<file path="src/rtl/deserializador_pkg.sv">
// Shared types, default sizes and width helpers for the serial-to-word deserialiser.
package deserializador_pkg;

  localparam int unsigned DEFAULT_WIDTH = 8;
  localparam int unsigned DEFAULT_DEPTH = 4;

  typedef enum logic [0:0] {
    RECEIVE,
    WAIT
  } state_t;

  // Width of a counter that must hold every value from 0 to n inclusive.
  function automatic int unsigned count_width(input int unsigned n);
    return $clog2(n + 1);
  endfunction

  // Width of an index into n entries, never narrower than one bit.
  function automatic int unsigned index_width(input int unsigned n);
    return (n > 1) ? $clog2(n) : 1;
  endfunction

endpackage

</file>
<file path="src/rtl/deserializador_fifo_sync_fifo.sv">
// Synchronous first-word-fall-through FIFO with registered head, count and ready.
module sync_fifo
  import deserializador_pkg::*;
#(
  parameter int unsigned WIDTH = DEFAULT_WIDTH,
  parameter int unsigned DEPTH = DEFAULT_DEPTH
) (
  input  logic                            clock,
  input  logic                            reset,
  input  logic                            push,
  input  logic [WIDTH-1:0]                push_data,
  input  logic                            pop,
  output logic                            full,
  output logic                            empty,
  output logic [count_width(DEPTH)-1:0]   count,
  output logic [WIDTH-1:0]                head
);

  localparam int unsigned PW = index_width(DEPTH);
  localparam int unsigned CW = count_width(DEPTH);

  logic [WIDTH-1:0] mem_q [DEPTH];
  logic [PW-1:0]    rd_ptr_q, rd_ptr_d;
  logic [PW-1:0]    wr_ptr_q, wr_ptr_d;
  logic [CW-1:0]    count_q, count_d;
  logic [WIDTH-1:0] head_q, head_d;
  logic             ready_q, ready_d;
  logic             push_eff, pop_eff;

  assign full     = (count_q == CW'(DEPTH));
  assign empty    = ~ready_q;
  assign count    = count_q;
  assign head     = head_q;
  assign pop_eff  = pop & ready_q;
  // A pop in the same cycle frees the slot a push at full needs.
  assign push_eff = push & (~full | pop_eff);

  always_comb begin
    rd_ptr_d = rd_ptr_q;
    wr_ptr_d = wr_ptr_q;
    count_d  = count_q;
    if (pop_eff) rd_ptr_d = rd_ptr_q + 1'b1;
    if (push_eff) wr_ptr_d = wr_ptr_q + 1'b1;
    unique case ({push_eff, pop_eff})
      2'b10:   count_d = count_q + 1'b1;
      2'b01:   count_d = count_q - 1'b1;
      default: count_d = count_q;
    endcase
    ready_d = (count_d != '0);
    // Head is precomputed so data_out is a flop, including the write-through case.
    if (!ready_d) begin
      head_d = '0;
    end else if (push_eff && (wr_ptr_q == rd_ptr_d)) begin
      head_d = push_data;
    end else begin
      head_d = mem_q[rd_ptr_d];
    end
  end

  always_ff @(posedge clock) begin
    if (push_eff) mem_q[wr_ptr_q] <= push_data;
  end

  always_ff @(posedge clock or negedge reset) begin
    if (!reset) begin
      rd_ptr_q <= '0;
      wr_ptr_q <= '0;
      count_q  <= '0;
      head_q   <= '0;
      ready_q  <= 1'b0;
    end else begin
      rd_ptr_q <= rd_ptr_d;
      wr_ptr_q <= wr_ptr_d;
      count_q  <= count_d;
      head_q   <= head_d;
      ready_q  <= ready_d;
    end
  end

endmodule

</file>
<file path="src/rtl/deserializador_fifo.sv">
// Serial-to-word deserialiser: shifter, bit counter, hold register and FSM feeding an
// output FIFO; a full FIFO parks the finished word and stalls the serial producer.
module deserializador_fifo
  import deserializador_pkg::*;
#(
  parameter int unsigned WIDTH     = DEFAULT_WIDTH,
  parameter int unsigned DEPTH     = DEFAULT_DEPTH,
  parameter bit          MSB_FIRST = 1'b1
) (
  input  logic                          clock,
  input  logic                          reset,
  input  logic                          data_in,
  input  logic                          write_in,
  input  logic                          ack_in,
  output logic                          status_out,
  output logic [WIDTH-1:0]              data_out,
  output logic                          data_ready,
  output logic [count_width(DEPTH)-1:0] count_out,
  output logic                          overflow_out
);

  localparam int unsigned BCW = index_width(WIDTH);

  state_t           state_q, state_d;
  logic [WIDTH-1:0] shift_q, shift_d, shift_next;
  logic [BCW-1:0]   bit_cnt_q, bit_cnt_d;
  logic [WIDTH-1:0] hold_q, hold_d;
  logic             overflow_q, overflow_d;
  logic             push;
  logic [WIDTH-1:0] push_word;
  logic             fifo_full, fifo_empty;
  logic             pop_eff, accept, last_bit;

  assign status_out   = (state_q == RECEIVE);
  assign accept       = write_in & status_out;
  assign pop_eff      = ack_in & ~fifo_empty;
  assign last_bit     = (bit_cnt_q == BCW'(WIDTH - 1));
  assign data_ready   = ~fifo_empty;
  assign overflow_out = overflow_q;

  always_comb begin
    if (MSB_FIRST) begin
      shift_next = {shift_q[WIDTH-2:0], data_in};
    end else begin
      shift_next = {data_in, shift_q[WIDTH-1:1]};
    end
  end

  always_comb begin
    state_d    = state_q;
    shift_d    = shift_q;
    bit_cnt_d  = bit_cnt_q;
    hold_d     = hold_q;
    push       = 1'b0;
    push_word  = shift_next;
    overflow_d = overflow_q | (write_in & ~status_out);
    unique case (state_q)
      RECEIVE: begin
        if (accept) begin
          shift_d = shift_next;
          if (last_bit) begin
            bit_cnt_d = '0;
            if (!fifo_full || pop_eff) begin
              push = 1'b1;
            end else begin
              hold_d  = shift_next;
              state_d = WAIT;
            end
          end else begin
            bit_cnt_d = bit_cnt_q + 1'b1;
          end
        end
      end
      WAIT: begin
        // FIFO is full here, so any ack frees exactly the slot the held word needs.
        push_word = hold_q;
        if (pop_eff) begin
          push    = 1'b1;
          state_d = RECEIVE;
        end
      end
      default: state_d = RECEIVE;
    endcase
  end

  always_ff @(posedge clock or negedge reset) begin
    if (!reset) begin
      state_q    <= RECEIVE;
      shift_q    <= '0;
      bit_cnt_q  <= '0;
      hold_q     <= '0;
      overflow_q <= 1'b0;
    end else begin
      state_q    <= state_d;
      shift_q    <= shift_d;
      bit_cnt_q  <= bit_cnt_d;
      hold_q     <= hold_d;
      overflow_q <= overflow_d;
    end
  end

  sync_fifo #(
    .WIDTH (WIDTH),
    .DEPTH (DEPTH)
  ) u_fifo (
    .clock     (clock),
    .reset     (reset),
    .push      (push),
    .push_data (push_word),
    .pop       (ack_in),
    .full      (fifo_full),
    .empty     (fifo_empty),
    .count     (count_out),
    .head      (data_out)
  );

endmodule

</file>
<file path="config.mk">
export PLATFORM = sky130hd
export DESIGN_NAME = deserializador_fifo
export DESIGN_NICKNAME = d
export VERILOG_FILES = /design/src/rtl/deserializador_pkg.sv /design/src/rtl/deserializador_fifo_sync_fifo.sv /design/src/rtl/deserializador_fifo.sv
export SDC_FILE = /design/constraint.sdc
export NUM_CORES = 1
export LEC_CHECK = 0
export ABC_AREA = 0
export BUFFER_PORTS_ARGS = -buffer_cell sky130_fd_sc_hd__buf_2
export CAP_MARGIN = 5
export CELL_PAD_IN_SITES_DETAIL_PLACEMENT = 1
export CELL_PAD_IN_SITES_GLOBAL_PLACEMENT = 2
export CORE_ASPECT_RATIO = 2
export CORE_MARGIN = 3
export CORE_UTILIZATION = 46
export CTS_CLUSTER_DIAMETER = 120
export DETAILED_ROUTE_END_ITERATION = 7
export GPL_ROUTABILITY_DRIVEN = 0
export PLACE_DENSITY_LB_ADDON = 0.08
export REMOVE_ABC_BUFFERS = 1
export SYNTH_ARGS = -nofsm -noshare
export SYNTH_HDL_FRONTEND = slang
export SYNTH_SLANG_ARGS = --single-unit
</file>
<file path="constraint.sdc">
create_clock -name clock -period 4.1 [get_ports clock]
set_input_delay 1.23 -clock clock [delete_from_list [all_inputs] [get_ports clock]]
set_output_delay 1.23 -clock clock [all_outputs]
set_load 0.01 [all_outputs]
</file>
==> flow_summary.yaml, run 1 <==
power:
  swShare_pct: 31.6
  p_switching_uw: 910
  cellPowerDensity_nw_per_um2: 766
  power_uw: 2880
  p_int_uw: 1970
  power_frac_clock_pct: 32.6
  vdd_drop_max_mv: 0.361
  combPwrFrac_pct: 30.9
  sequentialPowerShare_pct: 36.5
  p_leak_uw: 0.00153
clocking:
  post-cts-setup-buffer-count: 0
  ctsResizeCount: 0
  cts_buffer_depth: 2
  cts-root-buf: "clkbuf_16"
  cts_buffers: 9
  clkTransAtPathRegs_ps: 60
  cts_tree: "done"
  clock_sink_count: 68
  clk_latency_ps: 330
  cts_hold_buffers: 0
  ctsHtreeMaxLevel: 3
sta:
  fin_skew_ps: 5.70
  fin_setup_tns_ps: 0
  fin_crit_sh_pct: 79.9
  fin_ws_ps: 822
  slew_viol_final: 0
  finalHoldViolations: 0
  fmax_mhz: 305
  rsz0062_at_grt: "false"
  finalSetupViolations: 0
  max_slew_margin_pct: 38.1
  min_period_ps: 3280
  worstMarginPinSlew_ps: 925
critical_path:
  critPathMostFrequentCell: "inv_1"
  arrival_ps: 3450
  crit_family: "simple AND/OR/NAND/NOR gates"
  path_buf_inv: 4
  worstPathMaxFanout: 17
  cp.required_ps: 4280
  max_stage_delay_ps: 570
  worstPathCellList: "buf_2 -> nand2_1 -> buf_4 -> inv_1 -> ha_1 -> inv_1 -> fa_1 -> nor2b_1 -> a22o_1 -> nor3b_2 -> a311oi_1"
  crit_path_start_kind: "input pin"
  crit_path_end_kind: "register"
  crit_slowest_cell: "nor3b_2"
  path_class: "input pin to register"
global_route:
  grtUsageTotal_pct: 21.0
  grt_pass1_vias: 2329
  antenna_found_initial: 0
  grt_max_degree: 37
  grt_pass1_wl_mm: 12.2
  grt-ovfl-total: 0
synth:
  synth_edf_count: 32
  syn_area_um2: 3210
  yosysTopAreaCellShare_pct: 29.9
  ys_seq_area_share_pct: 58.0
  syn-instance-count: 241
  synthFlopType: "dfrtp_1"
  ys_ff_latch: 68
  syn_area_per_cell_um2: 13.3
  synth_warnings: 0
  async_reset_ff_share_pct: 52.9
  ys_types: 40
  synth_top_cell_by_area: "edfxtp_1"
  synth.area.top_cells: "edfxtp_1 (30%), dfrtp_1 (28%), mux2_2 (12%), and3_1 (2.9%), ha_1 (2.7%)"
floorplanning:
  floorplan.io_pins: 19
  core_area_um2: 6670
  die_y_um: 124
  die-area_um2: 8080
  rows: 42
  initial_utilization_pct: 48.1
  die_x_um: 65.1
placement:
  hpwl_mm: 5.10
  io_buffer_count: 18
  post_dp_cell_area_um2: 3390
  dp_cells: 339
  pre_cts_slack_ps: 467
layout:
  multi_input_area_um2: 1240
  final_cells: 355
  nFillCells: 678
  area_growth_pct: 16.9
  drive_gt1_share_pct: 27.7
  stdcell_area_um2: 3750
  layout_commonest_cell: "dfrtp_1"
  num_antenna_cells: 0
  layout.nets: 275
  final_cell_mix: "dfrtp_1 (36), mux2_2 (33), edfxtp_1 (32)"
  regArea_um2: 1860
outcome:
  status: "complete, no violations"
detailed_routing:
  drt_first_pass_iters: 4
  post-route-drc-count: 0
  vias: 2092
  ant_nets: 0
  avgViaCountPerCell: 5.89
  drtIter0Drc: 122
  wirelength_mm: 7.44
  wl_per_cell_um: 20.9
hold_path:
  hold_class: "register to register"
job:
  maxCapViolations: 0
-- synth_stat cells (2+ instances only) --
cell       number
mux2i_1         3
nor2_1          6
a221o_1         7
xnor2_1         6
o21ai_0        14
nor2b_1         2
edfxtp_1       32
nand2b_1        2
a22o_1          8
clkbuf_1        4
a311oi_1        8
nand2_1         4
a211o_1         2
and3_1         15
buf_2           8
mux2_2         33
a2111oi_0       8
inv_1          13
a21oi_1         2
nor3_1          2
ha_1            7
dfrtp_1        36
o21ai_1         2
-- power groups by stage --
stage          Combinational (uW)  Clock, uW  Sequential, uW
2_1_floorplan                 570          0            1080
3_3_place_gp                  878          0            1060
3_5_place_dp                  895          0            1060
4_1_cts                       902        958            1050
5_1_grt                      1000        986            1080
6_report                      887        939            1050
-- kinds of logic (layout without fill, tap and decap cells) --
logic type	Yosys count	in the layout	share of synthesized area (%)
muxes	37	37	12.9
xor gates and xnor gates	7	7	1.91
DFF	68	68	58.0
AOI/OAI and AO/OA	57	57	13.7
adders and majority gates	8	8	3.35
buffers and inverters	26	52	3.35
and+or+nand+nor	38	38	6.90
-- layer usage --
layer  vias to the layer above  wire length, um  GRT usage [%]
met5                         -                0              0
met4                         0              339           14.3
met3                        22              293           3.97
met2                        64             3990           36.5
met1                      1037             2810           22.7
li1                        969                -              -
-- per-stage QoR --
step	util, %	hold WS [ps]
2_1_floorplan	-	459
3_3_place_gp	50.8	439
3_5_place_dp	50.8	450
4_1_cts	56.2	464
5_1_grt	56.2	480
6_report	56.2	458
-- worst paths after layout --
path	from	end	slack (ps)	cells after the start
max in group asynchronous	reset	u_fifo.wr_ptr_q[0]	2560	1
min in group asynchronous	reset	u_fifo.head[5]	1010	1
hold reg to reg	overflow_out	overflow_out	460	1
setup reg to reg	bit_cnt_q[0]	u_fifo.head[1]	1160	11
setup / recovery	ack_in	u_fifo.head[1]	820	11
hold / removal	overflow_out	overflow_out	460	1
-- flip-flops by register name, indices dropped and copies added (netlist names), 2 cells and up --
signal / cells
bit_cnt_q: 3
hold_q: 8
shift_q: 7
u_fifo.count: 3
u_fifo.head: 8
u_fifo.mem_q: 32
u_fifo.rd_ptr_q: 2
u_fifo.wr_ptr_q: 2
-- final cells by class --
type | count | share of cell area [%]
clock buffer | 9 | 6.00
clock inverter | 7 | 3.67
inverter | 13 | 1.30
multi-input combinational | 147 | 33.1
sequential | 68 | 49.6
tap | 88 | 2.93
timing repair buffer | 23 | 3.40
No activity file was read; power rests on OpenSTA's default activity.
==> run 2, diff against run 1 <==
--- a/config.mk
+++ b/config.mk
@@ -5,14 +5,14 @@
 export SDC_FILE = /design/constraint.sdc
 export NUM_CORES = 1
 export LEC_CHECK = 0
-export ABC_AREA = 0
+export ABC_AREA = 1
 export BUFFER_PORTS_ARGS = -buffer_cell sky130_fd_sc_hd__buf_2
 export CAP_MARGIN = 5
 export CELL_PAD_IN_SITES_DETAIL_PLACEMENT = 1
 export CELL_PAD_IN_SITES_GLOBAL_PLACEMENT = 2
 export CORE_ASPECT_RATIO = 2
 export CORE_MARGIN = 3
-export CORE_UTILIZATION = 46
+export CORE_UTILIZATION = 35
 export CTS_CLUSTER_DIAMETER = 120
 export DETAILED_ROUTE_END_ITERATION = 7
 export GPL_ROUTABILITY_DRIVEN = 0
==> constraint.sdc (replaced) <==
create_clock -name clock -period 2.9 [get_ports clock]
set_input_delay 0.87 -clock clock [delete_from_list [all_inputs] [get_ports clock]]
set_output_delay 0.87 -clock clock [all_outputs]
set_load 0.01 [all_outputs]
==> run 2 against run 1 <==
  * Sequential share of layout area shrank 0.38 points
  * Die area grew 29%
  * Power grew 34%
  * Clock skew grew 1.1 ps
  * Non-clock buffer count grew 7
  * Sequential power grew 30%
  * Hold slack gained 15 ps
  * First-iteration DRC count shrank 27%
  * Sequential cell count is the same
  * Clock power grew 21%
  * Critical endpoint is now u_fifo.head[4]
  * Highest routed layer unchanged
==> flow_summary.yaml, run 2 <==
outcome:
  status: "complete, no violations"
clocking:
  cts_tree: "done"
  clkTransAtPathRegs_ps: 50
  cts_hold_buffers: 0
  cts_buffer_depth: 2
  clk_latency_ps: 330
  cts-root-buf: "clkbuf_16"
  post-cts-setup-buffer-count: 0
  ctsHtreeMaxLevel: 3
  cts_buffers: 9
  clock_sink_count: 68
  ctsResizeCount: 0
sta:
  finalHoldViolations: 0
  min_period_ps: 2650
  finalSetupViolations: 0
  slew_viol_final: 0
  fin_ws_ps: 254
  whs_ps: 474
  fin_skew_ps: 6.83
  max_slew_margin_pct: 41.2
  fin_crit_sh_pct: 91.2
  fin_setup_tns_ps: 0
  worstMarginPinSlew_ps: 882
  fmax_mhz: 378
  rsz0062_at_grt: "false"
synth:
  synth.area.top_cells: "edfxtp_1 (30%), dfrtp_1 (28%), nand2_1 (10%), inv_1 (6.0%), nand3_1 (4.8%)"
  yosysTopAreaCellShare_pct: 29.9
  synth_top_cell_by_area: "edfxtp_1"
  synth_edf_count: 32
  synth_warnings: 0
  syn_area_um2: 3210
  ys_ff_latch: 68
  synthTopCellsByCount: "nand2_1 (88), inv_1 (51), dfrtp_1 (36), edfxtp_1 (32), nand3_1 (31)"
  syn_area_per_cell_um2: 9.48
  synth_most_common_cell: "nand2_1"
  syn-instance-count: 339
  ys_types: 27
  synthFlopType: "dfrtp_1"
  ys_seq_area_share_pct: 57.9
  async_reset_ff_share_pct: 52.9
power:
  power_uw: 3850
  p_leak_uw: 0.00180
  cellPowerDensity_nw_per_um2: 1020
  vdd_drop_max_mv: 0.378
floorplanning:
  die_x_um: 73.8
  die-area_um2: 10400
  die_y_um: 142
  core_area_um2: 8770
  rows: 48
  floorplan.io_pins: 19
  initial_utilization_pct: 36.6
critical_path:
  crit_slowest_cell: "dfrtp_1"
  r2r_setup_slack_ps: 250
  crit_path_end_kind: "register"
  worstPathCellList: "ha_1 -> ha_1 -> a21o_1 -> nand3_2 -> ha_1 -> inv_1 -> fa_1 -> or2_2 -> nand4_1 -> nand3_2 -> nand2_1 -> nor2_1"
  critPathMostFrequentCell: "ha_1"
  crit_path_start_kind: "register"
  path_buf_inv: 1
  ff2ff_path_depth: 12
  reg2reg_to: "u_fifo.head[4]"
  path_class: "register to register"
  worstPathMaxFanout: 9
  r2r-start: "bit_cnt_q[0]"
  arrival_ps: 2860
  crit_family: "adder cells"
  cp.required_ps: 3110
  max_stage_delay_ps: 400
layout:
  area_growth_pct: 17.7
  multi_input_area_um2: 1100
  layout.nets: 385
  final_cell_mix: "nand2_1 (88), inv_1 (51), dfrtp_1 (36)"
  regArea_um2: 1860
  num_antenna_cells: 0
  layout_commonest_cell: "nand2_1"
  nFillCells: 1021
  drive_gt1_share_pct: 17.0
  largest_reg_flops: 32
  regMostFlops: "u_fifo.mem_q"
hold_path:
  hold_end: "overflow_out"
  hold_class: "register to register"
  hold_path_depth: 1
  hp-start: "overflow_out"
global_route:
  grtUsageTotal_pct: 16.8
  grt_pass1_vias: 2443
  grt_pass1_wl_mm: 12.7
  grt_max_degree: 37
  grt-ovfl-total: 0
  antenna_found_initial: 0
detailed_routing:
  post-route-drc-count: 0
  wirelength_mm: 7.82
  wl_per_cell_um: 16.4
  drtIter0Drc: 89
  avgViaCountPerCell: 4.87
  ant_nets: 0
  drt_first_pass_iters: 3
  vias: 2322
placement:
  io_buffer_count: 18
  hpwl_mm: 5.79
  pre_cts_slack_ps: 67.0
job:
  maxCapViolations: 0
run 2: changes by cell type after synthesis, moves of 15 or more:
cell and change:
mux2_2 -33, inv_1 +38, and3_1 -15, nand3_1 +30, nand3b_1 +15, nor2_1 +16, nand2_1 +84
run 2: worst reg2reg max path, cell delays in order (launching register included):
cell	delay, ps
dfrtp_1	400
ha_1	210
ha_1	220
a21o_1	220
nand3_2	80
ha_1	140
inv_1	60
fa_1	370
or2_2	320
nand4_1	110
nand3_2	220
nand2_1	140
nor2_1	40
run 2: worst max-delay path by stage:
stage                     end    startpoint  depth (start not counted)
6_report       u_fifo.head[4]  bit_cnt_q[0]                         12
5_1_grt        u_fifo.head[5]  bit_cnt_q[0]                         12
4_1_cts        u_fifo.head[7]  bit_cnt_q[0]                         12
3_5_place_dp   u_fifo.head[7]        ack_in                         12
3_3_place_gp   u_fifo.head[5]        ack_in                         12
2_1_floorplan  u_fifo.head[0]        ack_in                         11
run 2: area by class of cell:
class | instances | share of cell area (%)
clock buffer | 11 | 6.98
multi-input combinational | 211 | 29.1
inverter | 52 | 5.16
tap | 100 | 3.31
sequential | 68 | 49.2
clock inverter | 5 | 1.49
timing repair buffer | 30 | 4.76
run 2: per-layer routing:
layer  up-vias  part of all wire, %  global-route usage, %
met3        12                  1.7                   3.40
li1       1147                    -                      -
met1      1140                   37                   16.9
met2        23                   59                   31.6
met5         -                    0                      0
met4         0                  2.4                   7.26
run 2: cells by family (layout without fill, tap and decap cells):
group / Yosys count / in the layout / share of synthesized area [%]
and+or+nand+nor: 176 / 176 / 26.2
DFF: 68 / 68 / 57.9
buffers and inverters: 60 / 98 / 7.83
AOI/OAI and AO/OA: 25 / 25 / 4.13
adders and majority gates: 8 / 8 / 3.35
xor gates and xnor gates: 2 / 2 / 0.545
run 2: stage by stage:
| step | cells | area, um2 | util (%) |
|---|---|---|---|
| global placement | 461 | 3460 | 39.5 |
| CTS | 477 | 3780 | 43.1 |
| floorplan | 331 | 3160 | - |
| detailed placement | 461 | 3460 | 39.5 |
| global route | 477 | 3780 | 43.1 |
| finish | 477 | 3780 | 43.1 |
run 2: where the power goes:
group | internal [uW] | switching, uW | total [uW]
Clock | 740 | 401 | 1140
Combinational | 453 | 879 | 1330
Sequential | 1240 | 130 | 1370
==> run 3, diff against run 2 <==
--- a/config.mk
+++ b/config.mk
@@ -17,7 +17,6 @@
 export DETAILED_ROUTE_END_ITERATION = 7
 export GPL_ROUTABILITY_DRIVEN = 0
 export PLACE_DENSITY_LB_ADDON = 0.08
-export REMOVE_ABC_BUFFERS = 1
 export SYNTH_ARGS = -nofsm -noshare
 export SYNTH_HDL_FRONTEND = slang
 export SYNTH_SLANG_ARGS = --single-unit
==> run 3 against run 2 <==
  * Power increased by 3.8%
  * Highest routed layer unchanged
  * Sequential share of layout area decreased by 0.63 points
  * Setup slack got worse by 30 ps
  * Die area unchanged
  * Largest power group unchanged
==> flow_summary.yaml, run 3 (synthesis gave the netlist of run 2 again) <==
sta:
  fin_skew_ps: 6.00
  max_slew_margin_pct: 62.3
  worstMarginPinSlew_ps: 565
  slew_viol_final: 0
  fin_setup_tns_ps: 0
  min_period_ps: 2680
  fmax_mhz: 374
  rsz0062_at_grt: "false"
  finalSetupViolations: 0
  whs_ps: 467
  fin_crit_sh_pct: 92.3
  finalHoldViolations: 0
power:
  swShare_pct: 36.0
  vdd_drop_max_mv: 0.468
  combPwrFrac_pct: 34.1
  sequentialPowerShare_pct: 34.1
  p_switching_uw: 1440
  p_leak_uw: 0.00182
  p_int_uw: 2560
  cellPowerDensity_nw_per_um2: 1040
  power_frac_clock_pct: 31.8
critical_path:
  ff2ff_path_depth: 12
  arrival_ps: 2900
  crit_start: "bit_cnt_q[0]"
  r2r-start: "bit_cnt_q[0]"
  path_class: "register to register"
  r2r_setup_slack_ps: 220
  crit_path_end_kind: "register"
  crit_path_start_kind: "register"
  reg2reg_to: "u_fifo.head[4]"
  cp.required_ps: 3130
  worstPathMaxFanout: 9
floorplanning:
  initial_utilization_pct: 36.6
  floorplan.io_pins: 19
  die_y_um: 142
  die_x_um: 73.8
  die-area_um2: 10400
  rows: 48
  core_area_um2: 8770
detailed_routing:
  drtIter0Drc: 80
  ant_nets: 0
  wl_per_cell_um: 16.1
  drt_first_pass_iters: 4
  post-route-drc-count: 0
  wirelength_mm: 7.71
  vias: 2352
  avgViaCountPerCell: 4.92
global_route:
  grt_pass1_wl_mm: 12.6
  grt_pass1_vias: 2469
  grtUsageTotal_pct: 16.4
  grt_max_degree: 21
  grt-ovfl-total: 0
  antenna_found_initial: 0
layout:
  regMostFlops: "u_fifo.mem_q"
  area_growth_pct: 19.2
  largest_reg_flops: 32
  num_antenna_cells: 0
  drive_gt1_share_pct: 17.2
  final_cell_mix: "nand2_1 (88), inv_1 (51), dfrtp_1 (36)"
  layout_commonest_cell: "nand2_1"
  layout.nets: 386
clocking:
  cts-root-buf: "clkbuf_16"
  ctsHtreeMaxLevel: 3
  cts_tree: "done"
  clk_latency_ps: 330
  clock_sink_count: 68
  cts_buffer_depth: 2
  cts_buffers: 9
  post-cts-setup-buffer-count: 0
  clkTransAtPathRegs_ps: 60
  cts_hold_buffers: 0
  ctsResizeCount: 0
outcome:
  status: "complete, no violations"
hold_path:
  hold_class: "input pin to asynchronous set/reset pin"
synth:
  syn-num-nets: 352
placement:
  io_buffer_count: 18
  hpwl_mm: 5.90
job:
  maxCapViolations: 0
run 3: layout make-up:
cell class	count	area [um2]
fillers	1014	4940
flip-flops and latches	68	1860
multi-input cells	211	1100
clock buffers	9	225
repair buffers	31	200
inverters	52	195
well taps	100	125
clock inverters	7	124
run 3: power groups by stage:
stage                     Combinational, uW  Sequential (uW)  Clock (uW)
final                                  1360             1360        1270
after global routing                   1570             1390        1330
after CTS                              1410             1370        1290
after detailed placement               1400             1380           0
after global placement                 1360             1380           0
after floorplan                         900             1400           0
run 3: worst max-delay path by stage:
stage                endpoint  slack, ps  cells after the start
6_report       u_fifo.head[4]        220                     12
5_1_grt        u_fifo.head[6]         30                     12
4_1_cts        u_fifo.head[4]        190                     12
2_1_floorplan  u_fifo.head[0]        260                     11
3_5_place_dp   u_fifo.head[4]         20                     12
3_3_place_gp   u_fifo.head[5]        100                     12
run 3: critical path: stages (launching register included):
cell and delay [ps]:
dfrtp_1 400, ha_1 210, ha_1 220, a21o_1 210, nand3_2 80, ha_1 140, inv_1 60, fa_1 370
or2_2 320, nand4_1 130, nand3_2 240, nand2_1 150, nor2_1 50
run 3: stage by stage:
stage          util, %  std cells  power [uW]  cell area (um2)  worst slack, ps
3_3_place_gp      39.7        462        2740             3480              102
3_5_place_dp      39.7        462        2780             3480             16.2
4_1_cts           43.7        478        4070             3830              191
2_1_floorplan        -        339        2300             3210              258
5_1_grt           43.7        478        4290             3830             34.8
6_report          43.7        478        3990             3830              224
run 3: per-layer routing:
layer | vias up | track usage [%] | wire length (um)
met5 | - | 0 | 0
met4 | 0 | 6.59 | 161
met3 | 13 | 2.55 | 176
met2 | 25 | 30.9 | 4480
met1 | 1166 | 17.3 | 2890
li1 | 1148 | - | -
